File: src/rtl/stream_mux_pkg.sv
// stream_mux_pkg: mode encodings and select-width helper shared by stream_mux_rr and rr_arbiter
package stream_mux_pkg;
  localparam logic MODE_SEL = 1'b0;
  localparam logic MODE_RR = 1'b1;
  function automatic int sel_w(input int n);
    return (n <= 2) ? 1 : $clog2(n);
  endfunction
endpackage

File: src/rtl/rr_arbiter.sv
// rr_arbiter: round-robin grant scanning req upward from an internal ptr; ports clk, rst_n, req, advance, grant_g -> gnt (one-hot), gnt_idx
module rr_arbiter
  import stream_mux_pkg::*;
#(
  parameter int N_CH = 4,
  localparam int SEL_W = sel_w(N_CH)
) (
  input  logic             clk,
  input  logic             rst_n,
  input  logic [N_CH-1:0]  req,
  input  logic             advance,
  input  logic [SEL_W-1:0] grant_g,
  output logic [N_CH-1:0]  gnt,
  output logic [SEL_W-1:0] gnt_idx
);
  logic [SEL_W-1:0] ptr, j;
  logic found;
  always_comb begin
    gnt = '0;
    gnt_idx = '0;
    found = 1'b0;
    j = '0;
    for (int k = 0; k < N_CH; k++) begin
      j = SEL_W'((int'(ptr) + k) % N_CH);
      if (!found && req[j]) begin
        found = 1'b1;
        gnt_idx = j;
        gnt[j] = 1'b1;
      end
    end
  end
  always_ff @(posedge clk or negedge rst_n)
    if (!rst_n) ptr <= '0;
    else if (advance) ptr <= (grant_g == SEL_W'(N_CH - 1)) ? '0 : grant_g + 1'b1;
endmodule

File: src/rtl/stream_mux_rr.sv
// stream_mux_rr: N-channel valid/ready stream mux, registered output, explicit-select (mode=0) or round-robin (mode=1) grant; ports clk, rst_n, mode, sel, in_valid/in_data/in_ready, out_valid/out_data/out_ch/out_ready, plus in_last/out_last packet lock when STREAM_MUX_PKT_LOCK_EN is defined
module stream_mux_rr
  import stream_mux_pkg::*;
#(
  parameter int N_CH = 4,
  parameter int WIDTH = 4,
  localparam int SEL_W = sel_w(N_CH)
) (
  input  logic                  clk,
  input  logic                  rst_n,
  input  logic                  mode,
  input  logic [SEL_W-1:0]      sel,
  input  logic [N_CH-1:0]       in_valid,
  input  logic [N_CH*WIDTH-1:0] in_data,
  output logic [N_CH-1:0]       in_ready,
`ifdef STREAM_MUX_PKT_LOCK_EN
  input  logic [N_CH-1:0]       in_last,
  output logic                  out_last,
`endif
  output logic                  out_valid,
  output logic [WIDTH-1:0]      out_data,
  output logic [SEL_W-1:0]      out_ch,
  input  logic                  out_ready
);
  logic load_en, sel_ok, grant_v, acc, adv;
  logic [SEL_W-1:0] g, rr_idx;
  logic [N_CH-1:0] rr_gnt;
  assign load_en = !out_valid || out_ready;
  assign sel_ok = (int'(sel) < N_CH) && in_valid[sel];
  assign acc = grant_v && load_en;
  assign in_ready = (acc && rst_n) ? N_CH'(1) << g : '0;
  rr_arbiter #(.N_CH(N_CH)) u_arb (
    .clk(clk), .rst_n(rst_n), .req(in_valid), .advance(adv), .grant_g(g),
    .gnt(rr_gnt), .gnt_idx(rr_idx)
  );
`ifdef STREAM_MUX_PKT_LOCK_EN
  logic lock;
  logic [SEL_W-1:0] locked_ch;
  always_comb begin
    grant_v = lock ? in_valid[locked_ch] : (mode == MODE_RR ? |rr_gnt : sel_ok);
    g = lock ? locked_ch : (mode == MODE_RR ? rr_idx : sel);
  end
  assign adv = acc && mode == MODE_RR && in_last[g];
  always_ff @(posedge clk or negedge rst_n)
    if (!rst_n) begin
      lock <= 1'b0;
      locked_ch <= '0;
      out_last <= 1'b0;
    end else if (acc) begin
      lock <= !in_last[g];
      locked_ch <= g;
      out_last <= in_last[g];
    end
`else
  always_comb begin
    grant_v = mode == MODE_RR ? |rr_gnt : sel_ok;
    g = mode == MODE_RR ? rr_idx : sel;
  end
  assign adv = acc && mode == MODE_RR;
`endif
  always_ff @(posedge clk or negedge rst_n)
    if (!rst_n) begin
      out_valid <= 1'b0;
      out_data <= '0;
      out_ch <= '0;
    end else if (load_en) begin
      out_valid <= grant_v;
      if (grant_v) begin
        out_data <= in_data[int'(g)*WIDTH +: WIDTH];
        out_ch <= g;
      end
    end
endmodule
File: config.mk
export PLATFORM = sky130hd
export DESIGN_NAME = stream_mux_rr
export DESIGN_NICKNAME = d
export VERILOG_FILES = /design/src/rtl/stream_mux_pkg.sv /design/src/rtl/rr_arbiter.sv /design/src/rtl/stream_mux_rr.sv
export SDC_FILE = /design/constraint.sdc
export NUM_CORES = 1
export LEC_CHECK = 0
export CAP_MARGIN = 20
export CORE_ASPECT_RATIO = 0.9
export CORE_UTILIZATION = 40
export DETAILED_ROUTE_END_ITERATION = 6
export PLACE_DENSITY = 0.86
export SLEW_MARGIN = 10
export SYNTH_ARGS = -nofsm -noshare
export SYNTH_HDL_FRONTEND = slang
export SYNTH_SLANG_ARGS = --single-unit
File: constraint.sdc
create_clock -name clk -period 3.4 [get_ports clk]
set_input_delay 0.68 -clock clk [delete_from_list [all_inputs] [get_ports clk]]
set_output_delay 0.68 -clock clk [all_outputs]
set_load 0.03 [all_outputs]
==> metrics.txt <==
status=finished clean; pin count of the biggest net entering global routing=17; Fin Clk Skew=0.00161 ns; DP HPWL=2310 um; H-tree lvl count=1; Worst EP required=2.72 ns; Logic pwr share=78.9%; Initial Util=42.3%; FF+latch count, synth=9; multi-input combinational cell area=771 um^2; P&R area growth vs syn=54.1%; Top Layer Used=met4; Slew HR=65.2%; syn nets=145; Synthesis Warnings=0; sw frac=46.0%; fin crit period=3.34 ns; sequential share of power=14.9%; DP Cell Count=186; RSZ-0062 raised after global routing=no; first-pass GRT wire length=4910 um; TritonCTS buffer count=3; die height=50.3 um; synthesized netlist cell count=109; vias per cell=5.72; Mapped Area=0.00103 mm^2; setup violators final=0; Critical Path Source Type=input pin; critical path type=input pin to output pin; Fin. Hold Viols=0; vias in the first global route=1145; Max-Cap Viols=0; root buffer cell=clkbuf_4; hold_ws=0.512 ns; Die ar.=0.00279 mm^2; Die W=55.6 um; Critical Path Fanout Max=6; Routed met2 length=1540 um; Tightest Pin Transition=0.520 ns; Worst EP arrival=2.66 ns; CTS Buffer Depth=2; grt total ovfl=0; WL final=2920 um; average routed wire per standard cell=15.3 um; Tcrit/Tclk final=98.3%; FP Rows=17; clk_lat worst skew=0.25 ns; Initial DRT Pass Iterations=4; Core ar.=0.00245 mm^2; max-slew violations=0; leakage power=0.670 nW; antenna fix cells=0; internal power=724 uW; post-route ant nets=0; Max VDD drop=725 uV; Nets=200; distinct cell type count after synthesis=38; DRC viols=0; Met3 Wirelength=172 um; via count=1092; r2r setup slk=0.64 ns; clock share of power=6.2%; initial detailed-routing violation count=11; CTS tree=done; routability cong.=0.854; post-route insts no fill=191; # fillers=190; WL met1=1190 um; fmax=0.299 GHz; Setup crit end kind=output pin; Worst Hold Class=flop to flop; initial antenna violation count=0; register area=226 um^2; net load switching power=617 uW; synthesized area per cell=9.49 um^2; clk slew on worst S/H paths=0.06 ns; clock sinks=9; layout cell share with drive strength beyond 1=34.4%; hold-fix buffers at CTS=0; Seq/Total Area, Yosys=21.8%; port bufs=36; GRT Total Usage=21.5%; Pwr per Cell Area=841 mW/mm^2; # IOs=37
layout make-up:
cell class,instances,area share (%)
Tap cell,28,2.20
Clock buffer,4,1.65
Inverter,5,1.33
Sequential cell,9,14.2
Timing Repair Buffer,58,32.3
Multi-Input combinational cell,87,48.4
cells in the final DEF, fill, tap and decap left out, types with 2 or more instances in the layout:
| master | synthesis | final |
|---|---|---|
| a211oi_1 | 9 | 9 |
| a21boi_0 | 8 | 8 |
| a21oi_1 | 5 | 5 |
| and3_4 | 0 | 3 |
| buf_2 | 3 | 4 |
| buf_4 | 0 | 22 |
| buf_6 | 3 | 3 |
| clkbuf_4 | 0 | 3 |
| clkdlybuf4s50_1 | 0 | 28 |
| dfrtp_1 | 9 | 8 |
| ha_1 | 10 | 8 |
| inv_1 | 3 | 2 |
| inv_2 | 2 | 2 |
| mux2_2 | 2 | 2 |
| mux4_2 | 4 | 4 |
| nand2_1 | 4 | 4 |
| nand2b_1 | 4 | 4 |
| nand3b_1 | 2 | 2 |
| nor2_1 | 5 | 5 |
| nor2b_1 | 3 | 3 |
| nor3_1 | 2 | 2 |
| nor3b_1 | 2 | 2 |
| o21ai_0 | 2 | 2 |
| o31ai_1 | 5 | 4 |
metrics by stage:
step                      TNS, ns  setup WS, ns  instance area, um^2  power (mW)  utilization, %
final                           0        0.0562                 1590        1.34            65.2
after global routing            0      0.000467                 1590        1.44            65.2
after CTS                       0        0.0375                 1560        1.29            63.9
after detailed placement    -1.27        -0.333                 1540        1.19            63.0
after global placement      -1.06        -0.269                 1540        1.15            63.0
after floorplan                 0       0.00571                 1060       0.859               -
worst max-delay path, cell delays in order:
cell	delay, ns
buf_2	0.13
mux4_2	0.47
nor2b_4	0.15
or4_4	0.51
and2_4	0.18
inv_4	0.06
ha_1	0.15
and3_4	0.18
buf_4	0.15
repair_timing:
item,CTS,global route
endpoints found under the hold margin,0,0
resized for setup,20,6
endpoints found under the setup margin,4,4
buffers inserted,0,1
cells by family after synthesis:
kind of cell / after synthesis / synth area share [%]
compound gates: 38 / 28.4
fa+ha+maj: 10 / 12.1
buf+inv: 13 / 7.25
flops: 9 / 21.8
mux: 6 / 10.9
simple gates: 33 / 19.6
routing by layer:
layer  vias up  GRT usage, %
li1        520             -
met2        48          41.4
met3         4          3.61
met1       520          25.2
met4         0          4.17
met5         -             0
power groups by stage:
stage | Sequential (mW) | Clock, mW | Combinational, mW
final | 0.200 | 0.0830 | 1.06
after global routing | 0.206 | 0.0915 | 1.14
after CTS | 0.197 | 0.0822 | 1.01
after detailed placement | 0.198 | 0 | 0.994
after global placement | 0.195 | 0 | 0.958
after floorplan | 0.285 | 0 | 0.574
Yosys cell counts:
cell type / count / area share [%]
a21boi_0: 8 / 5.8
dfrtp_1: 9 / 22
clkbuf_1: 2 / 0.73
buf_6: 3 / 3.3
buf_2: 3 / 1.5
and2_4: 1 / 0.85
and2_1: 1 / 0.60
o211a_1: 1 / 0.97
o21ai_0: 2 / 0.97
ha_1: 10 / 12
or4_4: 1 / 1.1
a211oi_1: 9 / 6.5
mux2_2: 2 / 2.2
nand3b_1: 2 / 1.5
o21ai_1: 1 / 0.48
a311oi_1: 1 / 0.85
inv_1: 3 / 1.1
nand3_1: 1 / 0.48
a32oi_1: 1 / 0.85
nand2b_1: 4 / 2.4
o31ai_1: 5 / 3.6
o32a_1: 1 / 0.97
nand2_1: 4 / 1.5
a2111oi_4: 1 / 2.7
mux4_2: 4 / 8.7
inv_2: 2 / 0.73
nor3_1: 2 / 0.97
nor2_1: 5 / 1.8
or2_2: 1 / 0.60
and3_1: 4 / 2.4
o211ai_1: 1 / 0.73
a21oi_1: 5 / 2.4
nor2b_1: 3 / 1.8
or3b_2: 1 / 0.85
nor3b_1: 2 / 1.5
o21a_1: 1 / 0.73
nor2b_4: 1 / 1.3
o2111ai_1: 1 / 0.85
flip-flops by register name, summed over array words and instances, names as in the netlist:
register / count
out_valid: 1
u_arb.ptr: 2
out_ch: 2
out_data: 4
worst paths after layout:
kind | start | to | depth (start not counted)
worst max-delay path | in_valid[1] | in_ready[2] | 9
worst min-delay path | out_data[3]$_DFFE_PN0P_ | out_data[3]$_DFFE_PN0P_ | 2
worst max register to register | u_arb.ptr[1]$_DFFE_PN0P_ | u_arb.ptr[0]$_DFFE_PN0P_ | 11
worst min register to register | out_data[3]$_DFFE_PN0P_ | out_data[3]$_DFFE_PN0P_ | 2
max in group asynchronous | rst_n | u_arb.ptr[0]$_DFFE_PN0P_ | 1
min in group asynchronous | rst_n | out_ch[0]$_DFFE_PN0P_ | 1
(Power assumes the default switching activity.)
